===== src/rtl/fetch_pkg.sv =====
// Shared types and helpers for the fetch stage: opcodes, immediate extraction, queue entry.
package fetch_pkg;

  localparam int unsigned XLEN = 32;

  localparam logic [6:0] OP_JAL    = 7'b1101111;
  localparam logic [6:0] OP_JALR   = 7'b1100111;
  localparam logic [6:0] OP_BRANCH = 7'b1100011;

  // One decoupling-queue slot: fetched word plus its PC and prediction.
  typedef struct packed {
    logic [XLEN-1:0] pc;
    logic [XLEN-1:0] inst;
    logic            taken;
    logic [XLEN-1:0] pred_pc;
  } q_entry_t;

  // Sign-extended J-type offset.
  function automatic logic [XLEN-1:0] imm_j(input logic [XLEN-1:0] inst);
    return {{12{inst[31]}}, inst[19:12], inst[20], inst[30:21], 1'b0};
  endfunction

  // Sign-extended B-type offset.
  function automatic logic [XLEN-1:0] imm_b(input logic [XLEN-1:0] inst);
    return {{20{inst[31]}}, inst[7], inst[30:25], inst[11:8], 1'b0};
  endfunction

endpackage


===== src/rtl/fetch_queue.sv =====
// Circular FIFO of fetched instructions with synchronous flush.
module fetch_queue
  import fetch_pkg::*;
#(
  parameter int unsigned DEPTH = 8
) (
  input  logic                     clk,
  input  logic                     rst_n,
  input  logic                     push,
  input  logic                     pop,
  input  logic                     flush,
  input  q_entry_t                 wdata,
  output q_entry_t                 head,
  output logic [$clog2(DEPTH):0]   count
);

  localparam int unsigned AW = $clog2(DEPTH);
  localparam int unsigned CW = AW + 1;

  q_entry_t        mem [DEPTH];
  logic [AW-1:0]   wr_ptr;
  logic [AW-1:0]   rd_ptr;

  // Pointers and occupancy; flush wins over any same-cycle push or pop.
  always_ff @(posedge clk or negedge rst_n) begin
    if (!rst_n) begin
      wr_ptr <= '0;
      rd_ptr <= '0;
      count  <= '0;
    end else if (flush) begin
      wr_ptr <= '0;
      rd_ptr <= '0;
      count  <= '0;
    end else begin
      if (push) wr_ptr <= wr_ptr + AW'(1);
      if (pop)  rd_ptr <= rd_ptr + AW'(1);
      count <= count + CW'(push) - CW'(pop);
    end
  end

  // Entry storage; contents are only meaningful while count is nonzero.
  always_ff @(posedge clk) begin
    if (push && !flush) mem[wr_ptr] <= wdata;
  end

  assign head = mem[rd_ptr];

endmodule


===== src/rtl/fetch_queue_unit.sv =====
// Fetch stage: PC generation with static prediction feeding a decoupling queue to the decoder.
module fetch_queue_unit
  import fetch_pkg::*;
#(
  parameter int unsigned QUEUE_DEPTH = 8,
  parameter bit          PREDICT_EN  = 1'b1,
  parameter logic [31:0] RESET_PC    = 32'h0
) (
  input  logic                          clk_in,
  input  logic                          rst_n_in,
  input  logic                          rdy_in,
  output logic                          icache_req,
  output logic [31:0]                   icache_pc,
  input  logic                          icache_valid,
  input  logic [31:0]                   icache_data,
  output logic                          dec_valid,
  input  logic                          dec_ready,
  output logic [31:0]                   dec_inst,
  output logic [31:0]                   dec_pc,
  output logic                          dec_pred_taken,
  output logic [31:0]                   dec_pred_pc,
  input  logic                          dec_redirect,
  input  logic [31:0]                   dec_redirect_pc,
  input  logic                          rob_flush,
  input  logic [31:0]                   rob_flush_pc,
  output logic [$clog2(QUEUE_DEPTH):0]  queue_count
);

  localparam int unsigned CW = $clog2(QUEUE_DEPTH) + 1;

  logic [XLEN-1:0] fetch_pc;
  logic            wait_ctrl;
  logic [CW-1:0]   count;
  q_entry_t        head;
  q_entry_t        push_entry;
  logic            accept;
  logic            push;
  logic            pop;
  logic            q_flush;
  logic [6:0]      opcode;
  logic [XLEN-1:0] seq_pc;
  logic [XLEN-1:0] pred_pc;
  logic            pred_taken;
  logic            stall;

  assign icache_req = !wait_ctrl && (count < CW'(QUEUE_DEPTH));
  assign icache_pc  = fetch_pc;

  // A zero word means the icache has nothing for us this cycle.
  assign accept  = icache_req && icache_valid && (icache_data != '0);
  assign push    = rdy_in && accept && !rob_flush;
  assign pop     = rdy_in && dec_valid && dec_ready && !rob_flush;
  assign q_flush = rdy_in && rob_flush;

  // Predecode the returned word into a predicted next PC and a stall decision.
  always_comb begin
    opcode     = icache_data[6:0];
    seq_pc     = fetch_pc + 32'd4;
    pred_pc    = seq_pc;
    pred_taken = 1'b0;
    stall      = 1'b0;
    case (opcode)
      OP_JAL: begin
        if (PREDICT_EN) begin
          pred_taken = 1'b1;
          pred_pc    = fetch_pc + imm_j(icache_data);
        end else begin
          stall = 1'b1;
        end
      end
      OP_BRANCH: begin
        if (PREDICT_EN) begin
          if (icache_data[31]) begin
            pred_taken = 1'b1;
            pred_pc    = fetch_pc + imm_b(icache_data);
          end
        end else begin
          stall = 1'b1;
        end
      end
      OP_JALR: stall = 1'b1;
      default: ;
    endcase
  end

  assign push_entry = '{pc: fetch_pc, inst: icache_data, taken: pred_taken, pred_pc: pred_pc};

  // Fetch PC and control-stall flag: flush > redirect > predicted next PC.
  always_ff @(posedge clk_in or negedge rst_n_in) begin
    if (!rst_n_in) begin
      fetch_pc  <= RESET_PC;
      wait_ctrl <= 1'b0;
    end else if (rdy_in) begin
      if (rob_flush) begin
        fetch_pc  <= rob_flush_pc;
        wait_ctrl <= 1'b0;
      end else if (wait_ctrl && dec_redirect) begin
        fetch_pc  <= dec_redirect_pc;
        wait_ctrl <= 1'b0;
      end else if (push) begin
        fetch_pc  <= pred_pc;
        wait_ctrl <= stall;
      end
    end
  end

  fetch_queue #(
    .DEPTH (QUEUE_DEPTH)
  ) u_queue (
    .clk   (clk_in),
    .rst_n (rst_n_in),
    .push  (push),
    .pop   (pop),
    .flush (q_flush),
    .wdata (push_entry),
    .head  (head),
    .count (count)
  );

  // Decoder view of the queue head, zeroed while empty.
  assign dec_valid      = (count != '0);
  assign dec_inst       = dec_valid ? head.inst    : '0;
  assign dec_pc         = dec_valid ? head.pc      : '0;
  assign dec_pred_taken = dec_valid ? head.taken   : 1'b0;
  assign dec_pred_pc    = dec_valid ? head.pred_pc : '0;
  assign queue_count    = count;

endmodule


===== config.mk =====
export PLATFORM = sky130hd
export DESIGN_NAME = fetch_queue_unit
export DESIGN_NICKNAME = d
export VERILOG_FILES = /design/src/rtl/fetch_pkg.sv /design/src/rtl/fetch_queue.sv /design/src/rtl/fetch_queue_unit.sv
export SDC_FILE = /design/constraint.sdc
export NUM_CORES = 1
export LEC_CHECK = 0
export ABC_CLOCK_PERIOD_IN_PS = 14800
export BUFFER_PORTS_ARGS = -buffer_cell sky130_fd_sc_hd__buf_2
export CAP_MARGIN = 20
export CORE_MARGIN = 1
export CORE_UTILIZATION = 61
export CTS_CLUSTER_DIAMETER = 50
export DETAILED_ROUTE_END_ITERATION = 12
export GPL_ROUTABILITY_DRIVEN = 1
export PLACE_DENSITY = 0.82
export SYNTH_ARGS = -nofsm -noshare
export SYNTH_HDL_FRONTEND = slang
export SYNTH_SLANG_ARGS = --single-unit

===== constraint.sdc =====
create_clock -name clk_in -period 14.8 [get_ports clk_in]
set_input_delay 2.22 -clock clk_in [delete_from_list [all_inputs] [get_ports clk_in]]
set_output_delay 2.22 -clock clk_in [all_outputs]
set_load 0.01 [all_outputs]

==> impl_metrics.tcl, run 1 <==
set metrics [dict create \
    outcome "finished with violations" \
    violations "design-rule violations" \
    leakage_uw 0.01363 \
    rsz0062_at_grt "no" \
    hp-class "reg2reg" \
    synth.avg_cell_area_sq_um 16.75 \
    relSlewSlack 0.2731 \
    dp_slack_ns 7.330 \
    ys.flop_type "edfxtp_1" \
    first_pass_iters 11 \
    seq_power_share 0.415 \
    ys_async_sr_fraction 0.05302 \
    portBuffers 237 \
    wl_mm 93.14 \
    post-place-cells 3053 \
    yosysWarnings 0 \
    fp.dieH_um 243.1 \
    r2r-start "wait_ctrl" \
    final_cell_count_no_fill 3212 \
    clock_latency_ns 0.63 \
    vias 21432 \
    first_iter_violations 2601 \
    p_int_uw 4904 \
    fin_area_sq_mm 0.04035 \
    hold_buffers 0 \
    power.switching_uw 2419 \
    setup.worst_path.class "in2reg" \
    clk_path_buf_depth 3 \
    final_cell_mix "edfxtp_1, buf_2, nor2_1" \
    clock_skew_ns 0.02406 \
    timing.setup.tns_ns 0 \
    clkPwrFrac 0.283 \
    core_area_sq_mm 0.05759 \
    place_area_sq_mm 0.03759 \
    powerDensity_mw_per_mm2 181.5 \
    cts_root_buffer "clkbuf_16" \
    final_util 0.7007 \
    post_cts_buffers 0 \
    wl_per_cell_um 29.00 \
    synth_area_sq_mm 0.03547 \
    path_clk_slew_ns 0.05 \
    grt_usage 0.3176 \
    cts_made_buffers 82 \
    cp-end-kind "flip-flop" \
    antenna_left 0 \
    start_kind "primary input" \
    start_util 0.6159 \
    final_common_cell "edfxtp_1" \
    dieArea_sq_mm 0.05911 \
    post-route-min-period_ns 7.033 \
    drive_above_1_share 0.2655 \
    hpwlAfterDp_mm 56.60 \
    route.detailed.drc 3 \
    grt_pass1_wl_mm 136.5 \
    crit_path_start "rob_flush" \
    slew_violations 0 \
    synth_edf_count 768 \
    cts_sinks 811 \
    tritoncts "built" \
    htree_num_levels 3 \
    p_sw_frac 0.3303 \
    cts_resized 0 \
    synthCells 2117 \
    die_x_um 243.1 \
    cap_violations 0 \
    cp.required_ns 15.03 \
    period_share 0.4752 \
    grt_pass1_vias 21322 \
    rows 88 \
    io_pins 238 \
    grt_max_degree 102 \
    overflow 0 \
    synth_cell_types 85 \
    gp_routability_congestion 0.9520 \
    finalHoldViolCount 0 \
    nets 2533 \
    ys_ff_latch 811 \
    setup_violations 0 \
    syn2layout_area_growth_pct 13.77 \
    synth_nets 2274 \
    combPwrFrac 0.302 \
    path_max_fanout 70 \
    antenna_found_initial 5 \
    tightest_slew_ns 1.090 \
    arrival_ns 7.27 \
    fin_ws_ns 7.767 \
    fmax_mhz 142.2 \
    vdd_drop_max_mv 0.1286 \
    hp-start "u_queue.wr_ptr[0]" \
    post_drt_via_cell_ratio 6.672 \
    ys_seq_area_frac 0.6806 \
]
per-stage QoR:
step / power (uW) / hold WS, ns
after floorplan: 4411 / 0.4856
after global placement: 5197 / 0.6749
after detailed placement: 5247 / 0.6933
after CTS: 7316 / 0.7050
after global routing: 7581 / 0.7392
final: 7324 / 0.7226
flip-flops by register name (all words and copies together), names as in the netlist:
name and cells:
u_queue.wr_ptr 3, u_queue.rd_ptr 3, u_queue.mem 768, u_queue.count 4, icache_pc 32, wait_ctrl 1
power groups by stage:
stage / combinational, uW / clock [uW] / sequential (uW)
3_3_place_gp: 2120 / 0 / 3070
5_1_grt: 2350 / 2180 / 3050
6_report: 2210 / 2070 / 3040
4_1_cts: 2190 / 2090 / 3040
2_1_floorplan: 1400 / 0 / 3010
3_5_place_dp: 2160 / 0 / 3080
layer usage:
| layer | wire length [um] | track usage |
|---|---|---|
| met1 | 35300 | 0.4315 |
| met2 | 44720 | 0.5023 |
| met3 | 9235 | 0.07497 |
| met4 | 3854 | 0.1258 |
| met5 | 25 | 0 |
Yosys cell counts, drive strengths merged, types with 7 or more instances:
cell	count	share of area
a31oi	9	0.0016
nand2	95	0.010
inv	39	0.0041
a21oi	89	0.013
nor3	24	0.0038
nor2b	7	0.0012
o31ai	8	0.0017
clkbuf	69	0.0073
mux4	192	0.12
and4	7	0.0018
ha	51	0.018
o221ai	8	0.0020
dfrtp	43	0.030
nor2	199	0.021
a211oi	13	0.0035
a21o	20	0.0042
o22ai	13	0.0023
xor2	27	0.0067
edfxtp	768	0.65
buf	46	0.0057
o21ai	55	0.0081
xnor2	25	0.0062
nand4	16	0.0028
and3	13	0.0023
mux2i	113	0.032
nor4	9	0.0020
nand3	34	0.0048
nand2b	13	0.0023
and2	10	0.0018
a221o	21	0.0060
worst paths after layout:
check / end / slack (ns) / cells past startpoint
setup / recovery: u_queue.mem[3][29] / 7.77 / 10
hold / removal: u_queue.wr_ptr[0] / 0.72 / 1
max in group asynchronous: u_queue.rd_ptr[0] / 12.64 / 2
min in group asynchronous: icache_pc[26] / 1.69 / 2
hold reg to reg: u_queue.wr_ptr[0] / 0.72 / 1
setup reg to reg: u_queue.mem[3][29] / 9.31 / 9
cell type report:
cell class	count	area (sq um)
Fill cell	3540	17230
Sequential cell	811	24150
Tap cell	765	957.2
Clock inverter	47	516.7
Clock buffer	102	2180
Timing Repair Buffer	290	1614
Inverter	39	146.4
Antenna cell	6	15.01
Multi-Input combinational cell	1152	10770
critical path, cell delays in order:
cell and delay (ns):
buf_2 0.07, buf_4 0.52, o21ai_1 0.42, nand2_1 0.82, nand2_1 0.52, inv_1 0.58, nand2_1 0.30, nor3b_2 0.23
buf_4 0.56, buf_4 0.91
logic make-up (layout without fill, tap and decap cells):
family                   count (synthesis)  in the layout  share of synthesized area
adder cells (fa/ha/maj)                 54             54                    0.01969
XOR/XNOR                                52             52                    0.01284
AO/OA/AOI/OAI                          297            297                    0.05825
multiplexers                           305            305                     0.1538
buffers and inverters                  154            478                    0.01711
flip-flops                             811            811                     0.6806
other                                    0              6                          0
AND/OR/NAND/NOR                        444            444                    0.05772
(Power assumes the default switching activity.)
==> run 2, diff against run 1 <==
--- a/config.mk
+++ b/config.mk
@@ -5,15 +5,15 @@
 export SDC_FILE = /design/constraint.sdc
 export NUM_CORES = 1
 export LEC_CHECK = 0
-export ABC_CLOCK_PERIOD_IN_PS = 14800
+export ABC_CLOCK_PERIOD_IN_PS = 6300
 export BUFFER_PORTS_ARGS = -buffer_cell sky130_fd_sc_hd__buf_2
 export CAP_MARGIN = 20
 export CORE_MARGIN = 1
-export CORE_UTILIZATION = 61
+export CORE_UTILIZATION = 55
 export CTS_CLUSTER_DIAMETER = 50
 export DETAILED_ROUTE_END_ITERATION = 12
 export GPL_ROUTABILITY_DRIVEN = 1
-export PLACE_DENSITY = 0.82
+export PLACE_DENSITY = 0.78
 export SYNTH_ARGS = -nofsm -noshare
 export SYNTH_HDL_FRONTEND = slang
 export SYNTH_SLANG_ARGS = --single-unit
==> constraint.sdc (replaced) <==
create_clock -name clk_in -period 6.3 [get_ports clk_in]
set_input_delay 0.945 -clock clk_in [delete_from_list [all_inputs] [get_ports clk_in]]
set_output_delay 0.945 -clock clk_in [all_outputs]
set_load 0.01 [all_outputs]
==> run 2 against run 1 <==
Against the previous run: the flow now finishes without violations; die area grew 11%; non-clock buffer count is the same; via count shrank 1.2%; flip-flop and latch count is the same; total power grew 130%.
==> impl_metrics.tcl, run 2 (synthesis results as in run 1) <==
set metrics [dict create \
    largest_register "u_queue.mem" \
    grt_usage 0.2905 \
    grt_max_degree 74 \
    clock_skew_ns 0.03057 \
    post_cts_buffers 0 \
    path_max_fanout 60 \
    start_kind "flip-flop" \
    path_clk_slew_ns 0.06 \
    fmax_mhz 229.0 \
    rsz0062_at_grt "no" \
    dieArea_sq_mm 0.06551 \
    fp.dieH_um 255.9 \
    drive_above_1_share 0.2676 \
    period_share 0.6931 \
    fin_ws_ns 1.934 \
    first_pass_iters 7 \
    antenna_left 0 \
    timing.setup.tns_ns 0 \
    wl_mm 94.24 \
    post_drt_via_cell_ratio 6.432 \
    cts_sinks 811 \
    clk_path_buf_depth 3 \
    leakage_uw 0.01365 \
    cts_root_buffer "clkbuf_16" \
    gp_routability_congestion 0.9604 \
    setup_violations 0 \
    hold_buffers 0 \
    hpwlAfterDp_mm 57.56 \
    tritoncts "built" \
    htree_num_levels 3 \
    largest_reg_flops 768 \
    final_common_cell "edfxtp_1" \
    cts_resized 0 \
    first_iter_violations 2017 \
    hp-class "in2async" \
    arrival_ns 3.42 \
    start_util 0.5592 \
    cp.required_ns 5.35 \
    slew_violations 0 \
    route.detailed.drc 0 \
    finalHoldViolCount 0 \
    vias 21173 \
    core_area_sq_mm 0.06343 \
    fillers 4307 \
    nets 2534 \
    cap_violations 0 \
    vdd_drop_max_mv 0.2377 \
    final_cell_mix "edfxtp_1, buf_2, nor2_1" \
    portBuffers 237 \
    io_pins 238 \
    syn2layout_area_growth_pct 14.39 \
    outcome "finished, final reports clean" \
    dp_slack_ns 1.640 \
    die_x_um 255.9 \
    wl_per_cell_um 28.63 \
    powerDensity_mw_per_mm2 422.3 \
    post-place-cells 3132 \
    overflow 0 \
    cts_made_buffers 83 \
    setup.worst_path.class "reg2out" \
    antenna_found_initial 3 \
    grt_pass1_wl_mm 139.6 \
    final_cell_count_no_fill 3292 \
    grt_pass1_vias 21601 \
    hold_slack_ns 0.4127 \
    clock_latency_ns 0.65 \
    cp-end-kind "primary output" \
    rows 92 \
    relSlewSlack 0.1248 \
    post-route-min-period_ns 4.366 \
    tightest_slew_ns 1.299 \
]
==> run 2: changes by cell type in the layout (fill, tap and decap cells not counted), moves of 3 or more <==
cell	before	now
clkinvlp_4	2	6
buf_12	1	4
buf_4	49	44
diode_2	6	2
clkbuf_1	17	13
==> run 2: layout make-up <==
| type | instances | area, sq um | area share |
|---|---|---|---|
| well taps | 846 | 1059 | 0.02609 |
| repair buffers | 290 | 1629 | 0.04015 |
| diodes | 2 | 5.005 | 0.0001234 |
| clock buffers | 97 | 2140 | 0.05274 |
| flip-flops and latches | 811 | 24150 | 0.5952 |
| inverters | 39 | 146.4 | 0.003608 |
| clock inverters | 55 | 619.3 | 0.01527 |
| multi-input cells | 1152 | 10820 | 0.2668 |
==> run 2: worst max-delay path, stage by stage, from the launching register on <==
cell     delay (ns)
dfrtp_4        1.11
buf_4          0.71
mux4_2         0.43
mux2i_1        0.20
nor2_1         0.06
buf_2          0.18
==> run 2: report_power, final <==
| part | internal (uW) | switching [uW] |
|---|---|---|
| sequential | 6610 | 584 |
| clock | 2840 | 2090 |
| combinational | 2050 | 2960 |
==> run 2: through the flow <==
step | total power, uW | area, sq um | utilization
after floorplan | 10340 | 35520 | -
after global placement | 12180 | 37770 | 0.5955
after detailed placement | 12270 | 37770 | 0.5955
after CTS | 17200 | 40530 | 0.6390
after global routing | 17790 | 40570 | 0.6396
final | 17130 | 40570 | 0.6397
==> run 2: path summary, 6_finish.rpt <==
check	startpoint	end	slack (ns)	depth (start not counted)
worst max-delay path	u_queue.rd_ptr[1]	dec_pred_pc[20]	1.93	5
max in group asynchronous	rst_n_in	u_queue.rd_ptr[2]	5.37	2
worst min-delay path	rst_n_in	icache_pc[26]	0.41	2
worst min register to register	wait_ctrl	wait_ctrl	0.57	2
min in group clk_in	wait_ctrl	wait_ctrl	0.57	2
worst max register to register	icache_pc[2]	icache_pc[25]	2.26	11
==> run 2: layer usage <==
metal  global-route usage  vias to the layer above  share of wire
met5                    0                        -        0.00012
met4              0.09847                        2          0.029
li1                     -                     9005              -
met1               0.3958                    10916           0.40
met2               0.4769                     1074           0.49
met3              0.05169                      176          0.082
